### src/rtl/alu_md_unit_if.sv
// Request/response bundle for alu_md_unit: operand/opcode request side plus
// the result side, each with its own valid/ready pair.
interface alu_md_unit_if #(
    parameter int XLEN = 32
);
    logic            in_valid;
    logic            in_ready;
    logic [2:0]      funct3;
    logic            alt;
    logic            is_m;
    logic            is_r_type;
    logic [XLEN-1:0] in1;
    logic [XLEN-1:0] in2;
    logic            out_valid;
    logic            out_ready;
    logic [XLEN-1:0] out;

    modport master (
        output in_valid, funct3, alt, is_m, is_r_type, in1, in2, out_ready,
        input  in_ready, out_valid, out
    );

    modport slave (
        input  in_valid, funct3, alt, is_m, is_r_type, in1, in2, out_ready,
        output in_ready, out_valid, out
    );
endinterface

### src/rtl/alu_md_unit.sv
// Execute unit: single-cycle integer ALU plus iterative RV32M/RV64M
// multiply (shift-add) and divide (restoring), one operation in flight.
module alu_md_unit #(
    parameter int XLEN = 32
) (
    input  logic         clk,
    input  logic         rst_n,
    input  logic         flush,
    alu_md_unit_if.slave bus
);
    localparam int SHW = $clog2(XLEN);

    typedef enum logic [1:0] {IDLE, BUSY, DONE} state_t;

    state_t          state_reg;
    logic [SHW-1:0]  count_reg;
    logic            in_ready_reg;
    logic            out_valid_reg;
    logic [XLEN-1:0] out_reg;
    logic [XLEN-1:0] hi_reg;
    logic [XLEN-1:0] lo_reg;
    logic [XLEN-1:0] opb_reg;
    logic [XLEN-1:0] special_res_reg;
    logic            special_reg;
    logic            is_div_reg;
    logic            neg_reg;
    logic            rem_neg_reg;
    logic [2:0]      f3_reg;

    // ---------------- ALU and request decode (from live inputs) ----------------
    logic [SHW-1:0]  shamt;
    logic [XLEN-1:0] sra_res;
    logic [XLEN-1:0] alu_res;
    logic            req_div, a_sgn, b_sgn, a_neg, b_neg, div_zero, div_ovf;
    logic [XLEN-1:0] a_mag, b_mag, special_val;

    assign shamt   = bus.in2[SHW-1:0];
    assign sra_res = $signed(bus.in1) >>> shamt;

    always_comb begin
        alu_res = '0;
        case (bus.funct3)
            3'b000:  alu_res = (bus.is_r_type && bus.alt) ? bus.in1 - bus.in2 : bus.in1 + bus.in2;
            3'b001:  alu_res = bus.in1 << shamt;
            3'b010:  alu_res = {{(XLEN-1){1'b0}}, $signed(bus.in1) < $signed(bus.in2)};
            3'b011:  alu_res = {{(XLEN-1){1'b0}}, bus.in1 < bus.in2};
            3'b100:  alu_res = bus.in1 ^ bus.in2;
            3'b101:  alu_res = bus.alt ? sra_res : bus.in1 >> shamt;
            3'b110:  alu_res = bus.in1 | bus.in2;
            default: alu_res = bus.in1 & bus.in2;
        endcase
    end

    // DIV/REM are signed on funct3[0]=0; MULH/MULHSU take a signed rs1, only MULH a signed rs2.
    always_comb begin
        req_div  = bus.funct3[2];
        a_sgn    = req_div ? ~bus.funct3[0] : (bus.funct3 == 3'b001 || bus.funct3 == 3'b010);
        b_sgn    = req_div ? ~bus.funct3[0] : (bus.funct3 == 3'b001);
        a_neg    = a_sgn & bus.in1[XLEN-1];
        b_neg    = b_sgn & bus.in2[XLEN-1];
        a_mag    = a_neg ? -bus.in1 : bus.in1;
        b_mag    = b_neg ? -bus.in2 : bus.in2;
        div_zero = (bus.in2 == '0);
        div_ovf  = a_sgn && (bus.in1 == {1'b1, {(XLEN-1){1'b0}}}) && (bus.in2 == '1);
        if (div_zero)
            special_val = bus.funct3[1] ? bus.in1 : '1;
        else
            special_val = bus.funct3[1] ? '0 : bus.in1;
    end

    // ---------------- one iteration of multiply / divide ----------------
    logic [XLEN:0]   mul_sum;
    logic [XLEN:0]   trial;
    logic [XLEN-1:0] step_hi, step_lo;

    assign mul_sum = {1'b0, hi_reg} + {1'b0, (lo_reg[0] ? opb_reg : {XLEN{1'b0}})};
    assign trial   = {hi_reg, lo_reg[XLEN-1]} - {1'b0, opb_reg};

    always_comb begin
        if (is_div_reg) begin
            if (!trial[XLEN]) begin
                step_hi = trial[XLEN-1:0];
                step_lo = {lo_reg[XLEN-2:0], 1'b1};
            end else begin
                step_hi = {hi_reg[XLEN-2:0], lo_reg[XLEN-1]};
                step_lo = {lo_reg[XLEN-2:0], 1'b0};
            end
        end else begin
            step_hi = mul_sum[XLEN:1];
            step_lo = {mul_sum[0], lo_reg[XLEN-1:1]};
        end
    end

    // Sign fix-up applied to the state after the final iteration.
    logic [2*XLEN-1:0] prod_fix;
    logic [XLEN-1:0]   quo_fix, rem_fix, m_res;

    always_comb begin
        prod_fix = neg_reg ? -{step_hi, step_lo} : {step_hi, step_lo};
        quo_fix  = neg_reg ? -step_lo : step_lo;
        rem_fix  = rem_neg_reg ? -step_hi : step_hi;
        case (f3_reg)
            3'b000:         m_res = prod_fix[XLEN-1:0];
            3'b100, 3'b101: m_res = quo_fix;
            3'b110, 3'b111: m_res = rem_fix;
            default:        m_res = prod_fix[2*XLEN-1:XLEN];
        endcase
        if (special_reg)
            m_res = special_res_reg;
    end

    // ---------------- control FSM ----------------
    always_ff @(posedge clk or negedge rst_n) begin
        if (!rst_n) begin
            state_reg       <= IDLE;
            count_reg       <= '0;
            in_ready_reg    <= 1'b1;
            out_valid_reg   <= 1'b0;
            out_reg         <= '0;
            hi_reg          <= '0;
            lo_reg          <= '0;
            opb_reg         <= '0;
            special_res_reg <= '0;
            special_reg     <= 1'b0;
            is_div_reg      <= 1'b0;
            neg_reg         <= 1'b0;
            rem_neg_reg     <= 1'b0;
            f3_reg          <= '0;
        end else begin
            case (state_reg)
                IDLE: begin
                    if (!flush && bus.in_valid) begin
                        in_ready_reg <= 1'b0;
                        if (bus.is_m) begin
                            state_reg       <= BUSY;
                            count_reg       <= '0;
                            f3_reg          <= bus.funct3;
                            is_div_reg      <= req_div;
                            hi_reg          <= '0;
                            lo_reg          <= req_div ? a_mag : b_mag;
                            opb_reg         <= req_div ? b_mag : a_mag;
                            neg_reg         <= a_neg ^ b_neg;
                            rem_neg_reg     <= a_neg;
                            special_reg     <= req_div && (div_zero || div_ovf);
                            special_res_reg <= special_val;
                        end else begin
                            state_reg     <= DONE;
                            out_valid_reg <= 1'b1;
                            out_reg       <= alu_res;
                        end
                    end
                end
                BUSY: begin
                    if (flush) begin
                        state_reg    <= IDLE;
                        in_ready_reg <= 1'b1;
                    end else begin
                        hi_reg    <= step_hi;
                        lo_reg    <= step_lo;
                        count_reg <= count_reg + 1'b1;
                        if (count_reg == SHW'(XLEN-1)) begin
                            state_reg     <= DONE;
                            out_valid_reg <= 1'b1;
                            out_reg       <= m_res;
                        end
                    end
                end
                default: begin
                    if (flush || bus.out_ready) begin
                        state_reg     <= IDLE;
                        out_valid_reg <= 1'b0;
                        in_ready_reg  <= 1'b1;
                    end
                end
            endcase
        end
    end

    assign bus.in_ready  = in_ready_reg;
    assign bus.out_valid = out_valid_reg;
    assign bus.out       = out_reg;
endmodule

### src/flat_wrapper.sv
// flat-port wrapper written by rule: the top's interface ports become plain ports
module alu_md_unit_flat 
#(
    parameter int XLEN = 32
)
  (clk, rst_n, flush, bus_in_valid, bus_funct3, bus_alt, bus_is_m, bus_is_r_type, bus_in1, bus_in2, bus_out_ready, bus_in_ready, bus_out_valid, bus_out);
  alu_md_unit_if #(.XLEN(XLEN)) bus_i ();
  input  logic clk;
  input  logic rst_n;
  input  logic flush;
  input wire logic [$bits(bus_i.in_valid)-1:0] bus_in_valid;
  input wire logic [$bits(bus_i.funct3)-1:0] bus_funct3;
  input wire logic [$bits(bus_i.alt)-1:0] bus_alt;
  input wire logic [$bits(bus_i.is_m)-1:0] bus_is_m;
  input wire logic [$bits(bus_i.is_r_type)-1:0] bus_is_r_type;
  input wire logic [$bits(bus_i.in1)-1:0] bus_in1;
  input wire logic [$bits(bus_i.in2)-1:0] bus_in2;
  input wire logic [$bits(bus_i.out_ready)-1:0] bus_out_ready;
  output wire logic [$bits(bus_i.in_ready)-1:0] bus_in_ready;
  output wire logic [$bits(bus_i.out_valid)-1:0] bus_out_valid;
  output wire logic [$bits(bus_i.out)-1:0] bus_out;
  assign bus_i.in_valid = bus_in_valid;
  assign bus_i.funct3 = bus_funct3;
  assign bus_i.alt = bus_alt;
  assign bus_i.is_m = bus_is_m;
  assign bus_i.is_r_type = bus_is_r_type;
  assign bus_i.in1 = bus_in1;
  assign bus_i.in2 = bus_in2;
  assign bus_i.out_ready = bus_out_ready;
  assign bus_in_ready = bus_i.in_ready;
  assign bus_out_valid = bus_i.out_valid;
  assign bus_out = bus_i.out;
  alu_md_unit #(.XLEN(XLEN)) u_core (.clk(clk), .rst_n(rst_n), .flush(flush), .bus(bus_i));
endmodule
### config.mk
export PLATFORM = sky130hd
export DESIGN_NAME = alu_md_unit_flat
export DESIGN_NICKNAME = d
export VERILOG_FILES = /design/src/rtl/alu_md_unit_if.sv /design/src/rtl/alu_md_unit.sv /design/src/flat_wrapper.sv
export SDC_FILE = /design/constraint.sdc
export NUM_CORES = 1
export LEC_CHECK = 0
export ABC_AREA = 1
export ABC_CLOCK_PERIOD_IN_PS = 6200
export BUFFER_PORTS_ARGS = -buffer_cell sky130_fd_sc_hd__buf_2
export CORE_UTILIZATION = 35
export CTS_CLUSTER_DIAMETER = 30
export DETAILED_ROUTE_END_ITERATION = 6
export SLEW_MARGIN = 20
export SYNTH_ARGS = -nofsm -noshare
export SYNTH_HDL_FRONTEND = slang
export SYNTH_SLANG_ARGS = --single-unit
### constraint.sdc
create_clock -name clk -period 6.2 [get_ports clk]
set_clock_uncertainty 0.1 [all_clocks]
set_input_delay 1.24 -clock clk [delete_from_list [all_inputs] [get_ports clk]]
set_output_delay 1.24 -clock clk [all_outputs]
set_load 0.005 [all_outputs]
After elaboration in Yosys (flattened, before gate mapping)
Cells that the tools add are included.

Bits of input ports: 75. Output and inout port bits: 34. Logic and storage cells: 135. Flip-flop bits (word level): 176.

Shifts and indexed selects: 3. Add/subtract/negate cells: 10. Eq/ne operators: 21. Reduce and logical (&&, ||, !) cells: 23. Bitwise operators: 7. Mux-type cells: 55. $lt $le $gt $ge: 2.

Operator list (number): 32-bit 2-to-1 mux (26); 32-bit case mux with 7 select lines (1); 32-bit case mux with 2 select lines (3); 32-bit negation (4); 32-bit case mux with 3 select lines (1); 32-bit equality test, second input constant (2); 32-bit less-than comparator (2); 64-bit 2-to-1 mux (1); 64-bit negation (1); 32-bit by 32-bit adder with 33-bit output (1); 33-bit by 32-bit subtractor with 33-bit output (1); 32-bit adder (1); 32-bit bitwise AND (1); 32-bit zero test (1); 32-bit bitwise OR (1); 32-bit by 5-bit << shifter with 32-bit output (1); 32-bit by 5-bit >> shifter with 32-bit output (1); 32-bit by 5-bit >>> shifter with 32-bit output (1); 32-bit subtractor (1); 32-bit bitwise XOR (1); 3-bit equality test, second input constant (7); 5-bit 2-to-1 mux (3); 1-bit 2-to-1 mux (11); 2-bit 2-to-1 mux (5); other kinds (25) (43).

Depth between registers and ports, before layout
Word-level depth: 10. Depth in mapped cells: 39.

Worst setup path before layout
OpenSTA, ideal clock, no wires.

Path type: input to register. From: input port bus_in2[2]. To: register u_core.out_reg[27] (netlist: u_core.bus.out[27]). Data required time: 5.978 ns. Arrival: 4.374 ns. Setup time: 0.122 ns. Buffers on the path: 4. Stages on the path: 20. Slack: 1.604 ns. Cell sequence: clkbuf_1 -> inv_1 -> clkbuf_1 -> clkbuf_1 -> buf_1 -> ha_1 -> a21oi_1 -> nand2_1 -> a21boi_0 -> inv_1 -> nand3_1 -> nand3_1 -> a21o_1 -> a31oi_1 -> o21ai_0 -> or2_2 -> nand3_1 -> a21oi_1 -> a21oi_1 -> a21oi_2.

Longest elaborated chain between the ends: 6. Elaborated cells between the ends (all ways): 11. Classes of those cells: 2 x add/sub; 3 x shift; 6 x mux.

RTL lines: start, declared (RTL line flat_wrapper.sv:17) `input wire logic [$bits(bus_i.in2)-1:0] bus_in2;`; 32-bit adder (tied with other cells) (RTL line alu_md_unit.sv:43) `3'b000: alu_res = (bus.is_r_type && bus.alt) ? bus.in1 - bus.in2 : bus.in1 + bus.in2;`; 32-bit 2-to-1 mux, on equally long branches (RTL line alu_md_unit.sv:43, alu_md_unit.sv:48); 32-bit case mux with 7 select lines * (RTL line alu_md_unit.sv:42) `case (bus.funct3)`; 32-bit 2-to-1 mux * (RTL line alu_md_unit.sv:134) `if (bus.is_m) begin`; 32-bit 2-to-1 mux * (RTL line alu_md_unit.sv:132) `if (!flush && bus.in_valid) begin`; 32-bit case mux with 2 select lines * (RTL line alu_md_unit.sv:130) `case (state_reg)`; end signal, assigned (RTL line alu_md_unit.sv:149) `out_reg <= alu_res;`; end signal, assigned (RTL line alu_md_unit.sv:164) `out_reg <= m_res;`; end, declared (RTL line alu_md_unit.sv:19) `logic [XLEN-1:0] out_reg;`.

Mark *: on every way between the ends. The rest lies on a longest branch, timed or not. The select of a mux whose other input is x is not followed. A chain may end at the register's enable or synchronous reset.

Worst setup path in the final report
From: register u_core.lo_reg[31]. To: register u_core.out_reg[30] (netlist: u_core.bus.out[30]).

Longest elaborated chain between the ends: 10. Elaborated cells between the ends (all ways): 16. Classes of those cells: 4 x add/sub; 12 x mux.

RTL lines: start, declared (RTL line alu_md_unit.sv:21) `logic [XLEN-1:0] lo_reg;`; start signal, assigned (RTL line alu_md_unit.sv:140) `lo_reg <= req_div ? a_mag : b_mag;`; start signal, assigned (RTL line alu_md_unit.sv:159) `lo_reg <= step_lo;`; 33-bit by 32-bit subtractor with 33-bit output (RTL line alu_md_unit.sv:77) `assign trial = {hi_reg, lo_reg[XLEN-1]} - {1'b0, opb_reg};`; 1-bit 2-to-1 mux / 32-bit 2-to-1 mux (equally long branches) (RTL line alu_md_unit.sv:81) `if (!trial[XLEN]) begin`; 32-bit 2-to-1 mux (RTL line alu_md_unit.sv:80) `if (is_div_reg) begin`; 64-bit negation (tied with other cells) (RTL line alu_md_unit.sv:99) `prod_fix = neg_reg ? -{step_hi, step_lo} : {step_hi, step_lo};`; 64-bit 2-to-1 mux (tied with other cells) (RTL line alu_md_unit.sv:99); 32-bit case mux with 3 select lines * (RTL line alu_md_unit.sv:102) `case (f3_reg)`; 32-bit 2-to-1 mux * (RTL line alu_md_unit.sv:108) `if (special_reg)`; 32-bit 2-to-1 mux * (RTL line alu_md_unit.sv:161) `if (count_reg == SHW'(XLEN-1)) begin`; 32-bit 2-to-1 mux * (RTL line alu_md_unit.sv:154) `if (flush) begin`; 32-bit case mux with 2 select lines * (RTL line alu_md_unit.sv:130).

Marks and branches as above.

==> flow_metrics.tcl <==
set metrics [dict create \
    drive_gt1_share_pct 6.740 \
    p_sw_share_pct 65.42 \
    routed_wl_um 153700 \
    use_met1_pct 49.23 \
    yosysTopAreaCell "nand2_1" \
    path_clk_slew_ps 80 \
    cts_resized 0 \
    grt_pass1_wl_um 220900 \
    grt_overflow 0 \
    htree_num_levels 4 \
    ctsHoldBuffers 0 \
    cpMaxStageDelayCell "fa_1" \
    synth-edff-count 0 \
    synth-seq-cells 175 \
    endpoint_kind "flip-flop" \
    regArea_mm2 0.004387 \
    clock_sinks 175 \
    critPathMaxStageDelay_ps 420 \
    ant_nets 0 \
    core-area_mm2 0.07620 \
    path_buf_inv 5 \
    cp.required_ps 6470 \
    root_buffer "clkbuf_16" \
    synthAdderAreaFrac_pct 8.069 \
    yosys.area_share.simple_pct 35.95 \
    syn_to_final_growth_pct 7.773 \
    startpoint_type "flip-flop" \
    multi_input_area_mm2 0.01948 \
    critPathArrivalTime_ps 5880 \
    grt_usage_pct 38.41 \
    syn-num-nets 4993 \
    synth_common_cells "nand2_1 (1,374), inv_1 (592), o21ai_0 (449)" \
    fin_util_pct 38.25 \
    antenna_found_initial 8 \
    grt_max_degree 98 \
    cts_tree "done" \
    comb_power_share_pct 79.3 \
    ys_warn_count 0 \
    wl_per_cell_um 26.65 \
    avgViaCountPerCell 5.975 \
    worstPathMaxFanout 14 \
    portBuffers 108 \
    synth_cells 4746 \
    path_delay_family "simple AND/OR/NAND/NOR gates" \
    power_density_mw_per_mm2 560.1 \
    grt_pass1_vias 31950 \
    violations "DRC" \
    seq_area_frac_synth_pct 16.20 \
    max-vdd-ir-drop_mv 0.3236 \
    fin_cells 5768 \
    drv_slew 0 \
    yosys.area_share.xor_xnor_pct 3.433 \
    setup_slack_ps 592.0 \
    power_leakage_uw 0.01481 \
    nets 4967 \
    syn_area_per_cell_um2 5.698 \
    total_power_uw 16320 \
    r2r_slack_ps 590 \
    period_needed_ps 5608 \
    cts_buffer_depth 2 \
    finalSetupViolCount 0 \
    die-area_mm2 0.07838 \
    r2r_end "u_core.bus.out[30]" \
    min_period_over_period_pct 90.45 \
    ys_top_cells_by_area "nand2_1 (19%), dfrtp_1 (16%), o21ai_0 (8.3%)" \
    drt-initial-drc-count 4871 \
    die_y_um 280.0 \
    cts_buffers 17 \
    r2r_cells 38 \
    initial_utilization_pct 35.49 \
    drc 1 \
    finalSetupTns_ps 0 \
    synth_cell_type_count 66 \
    crit_type "flip-flop to flip-flop" \
    cap_violations 0 \
    gp_congestion 1.068 \
    syn-cell-area_mm2 0.02704 \
    ios 109 \
    grtUsageMet2_pct 58.68 \
    rsz0062_at_grt "no" \
    status "complete, but fails checks" \
    fmax_ghz 0.1783 \
    die_w_um 280.0 \
    met3_usage_pct 7.161 \
    maxSlewHeadroom_pct 32.27 \
    drtPass1Iterations 7 \
    placed_cells 5731 \
    synth_compound_area_share_pct 24.09 \
    fillers 8637 \
    async_flop_share_pct 100.0 \
    p_clk_share_pct 7.1 \
    p_int_uw 5645 \
    post-dp-hpwl_um 123400 \
    busiest_layer "met2" \
    vias 34460 \
    clk_latency_ps 470 \
    muxShareOfSynthArea_pct 0.3701 \
    dp_worst_setup_slack_ps 754.3 \
    hold_depth 2 \
    seqPwrFrac_pct 13.6 \
    hp-start "u_core.bus.out[3]" \
    row_count 101 \
    hold_viol_final 0 \
    hold-path-endpoint "u_core.bus.out[3]" \
    worst_pin_slew_ps 1015 \
    cts_setup_buffers 0 \
    switching_power_uw 10680 \
    synth_top_family_by_area "simple AND/OR/NAND/NOR gates" \
    hp-class "flip-flop to flip-flop" \
    r2r_start "u_core.lo_reg[31]" \
    synthFlopType "dfrtp_1" \
    synth.top_cell.area_share_pct 19.07 \
    yosysMostFrequentCell "nand2_1" \
    path_common_cell "nand2_1" \
]
-- per-layer routing --
metal  vias to the layer above  part of all wire, %
li1                      15600                    -
met1                     16140                   39
met2                      2219                   43
met3                       490                   10
met4                         8                  7.8
met5                         -                0.034
-- cells by family after synthesis --
kind of cell | after synthesis
simple gates | 2325
compound gates | 1123
buf+inv | 835
flops | 175
fa+ha+maj | 172
xor+xnor | 106
mux | 10
-- stage by stage --
step / hold slack, ps / instance area, um^2
after floorplan: 349.4 / 27040
after global placement: 362.6 / 28550
after detailed placement: 362.9 / 28550
after CTS: 382.2 / 29130
after global routing: 397.7 / 29140
final: 380.8 / 29150
-- worst max-delay path by stage --
| stage | endpoint | from | depth (start not counted) | slack [ps] |
|---|---|---|---|---|
| 4_1_cts | u_core.bus.out[30] | u_core.lo_reg[31] | 38 | 720 |
| 3_3_place_gp | u_core.lo_reg[31] | bus_in2[0] | 20 | 840 |
| 5_1_grt | u_core.bus.out[30] | u_core.lo_reg[31] | 38 | 130 |
| 3_5_place_dp | u_core.bus.out[30] | u_core.opb_reg[0] | 37 | 750 |
| 2_1_floorplan | u_core.bus.out[27] | bus_in2[2] | 20 | 1600 |
| 6_report | u_core.bus.out[30] | u_core.lo_reg[31] | 38 | 590 |
-- power groups by stage --
stage	logic [uW]	registers (uW)	clock network [uW]
floorplan	7960	1920	0
finish	12900	2220	1160
detailed placement	12400	2210	0
global route	13800	2250	1200
CTS	12500	2190	1160
global placement	12500	2200	0
-- layout make-up --
cell class | count | area share [%]
antenna | 5 | 0.04293
clock inverter | 13 | 0.5194
sequential | 175 | 15.05
inverter | 612 | 7.882
timing repair buffer | 178 | 3.773
multi-input combinational | 3736 | 66.82
clock buffer | 19 | 1.485
tap | 1030 | 4.422
-- worst reg2reg max path, delay by kind of cell, from the launching register on --
family | cells | cell delay [ps]
DFF | 1 | 360
buffers and inverters | 5 | 510
and+or+nand+nor | 30 | 3700
adders and majority gates | 3 | 830
-- cells in the final DEF, fill, tap and decap left out, types with 66 or more instances in the layout --
cell      count
nand3_1     317
o21ai_0     449
a21oi_1     336
xor2_1       96
o211ai_1     66
dfrtp_1     171
buf_4        68
buf_2       107
inv_1       589
nand2_1    1374
nor2_1      413
ha_1        168
(Power assumes the default switching activity.)
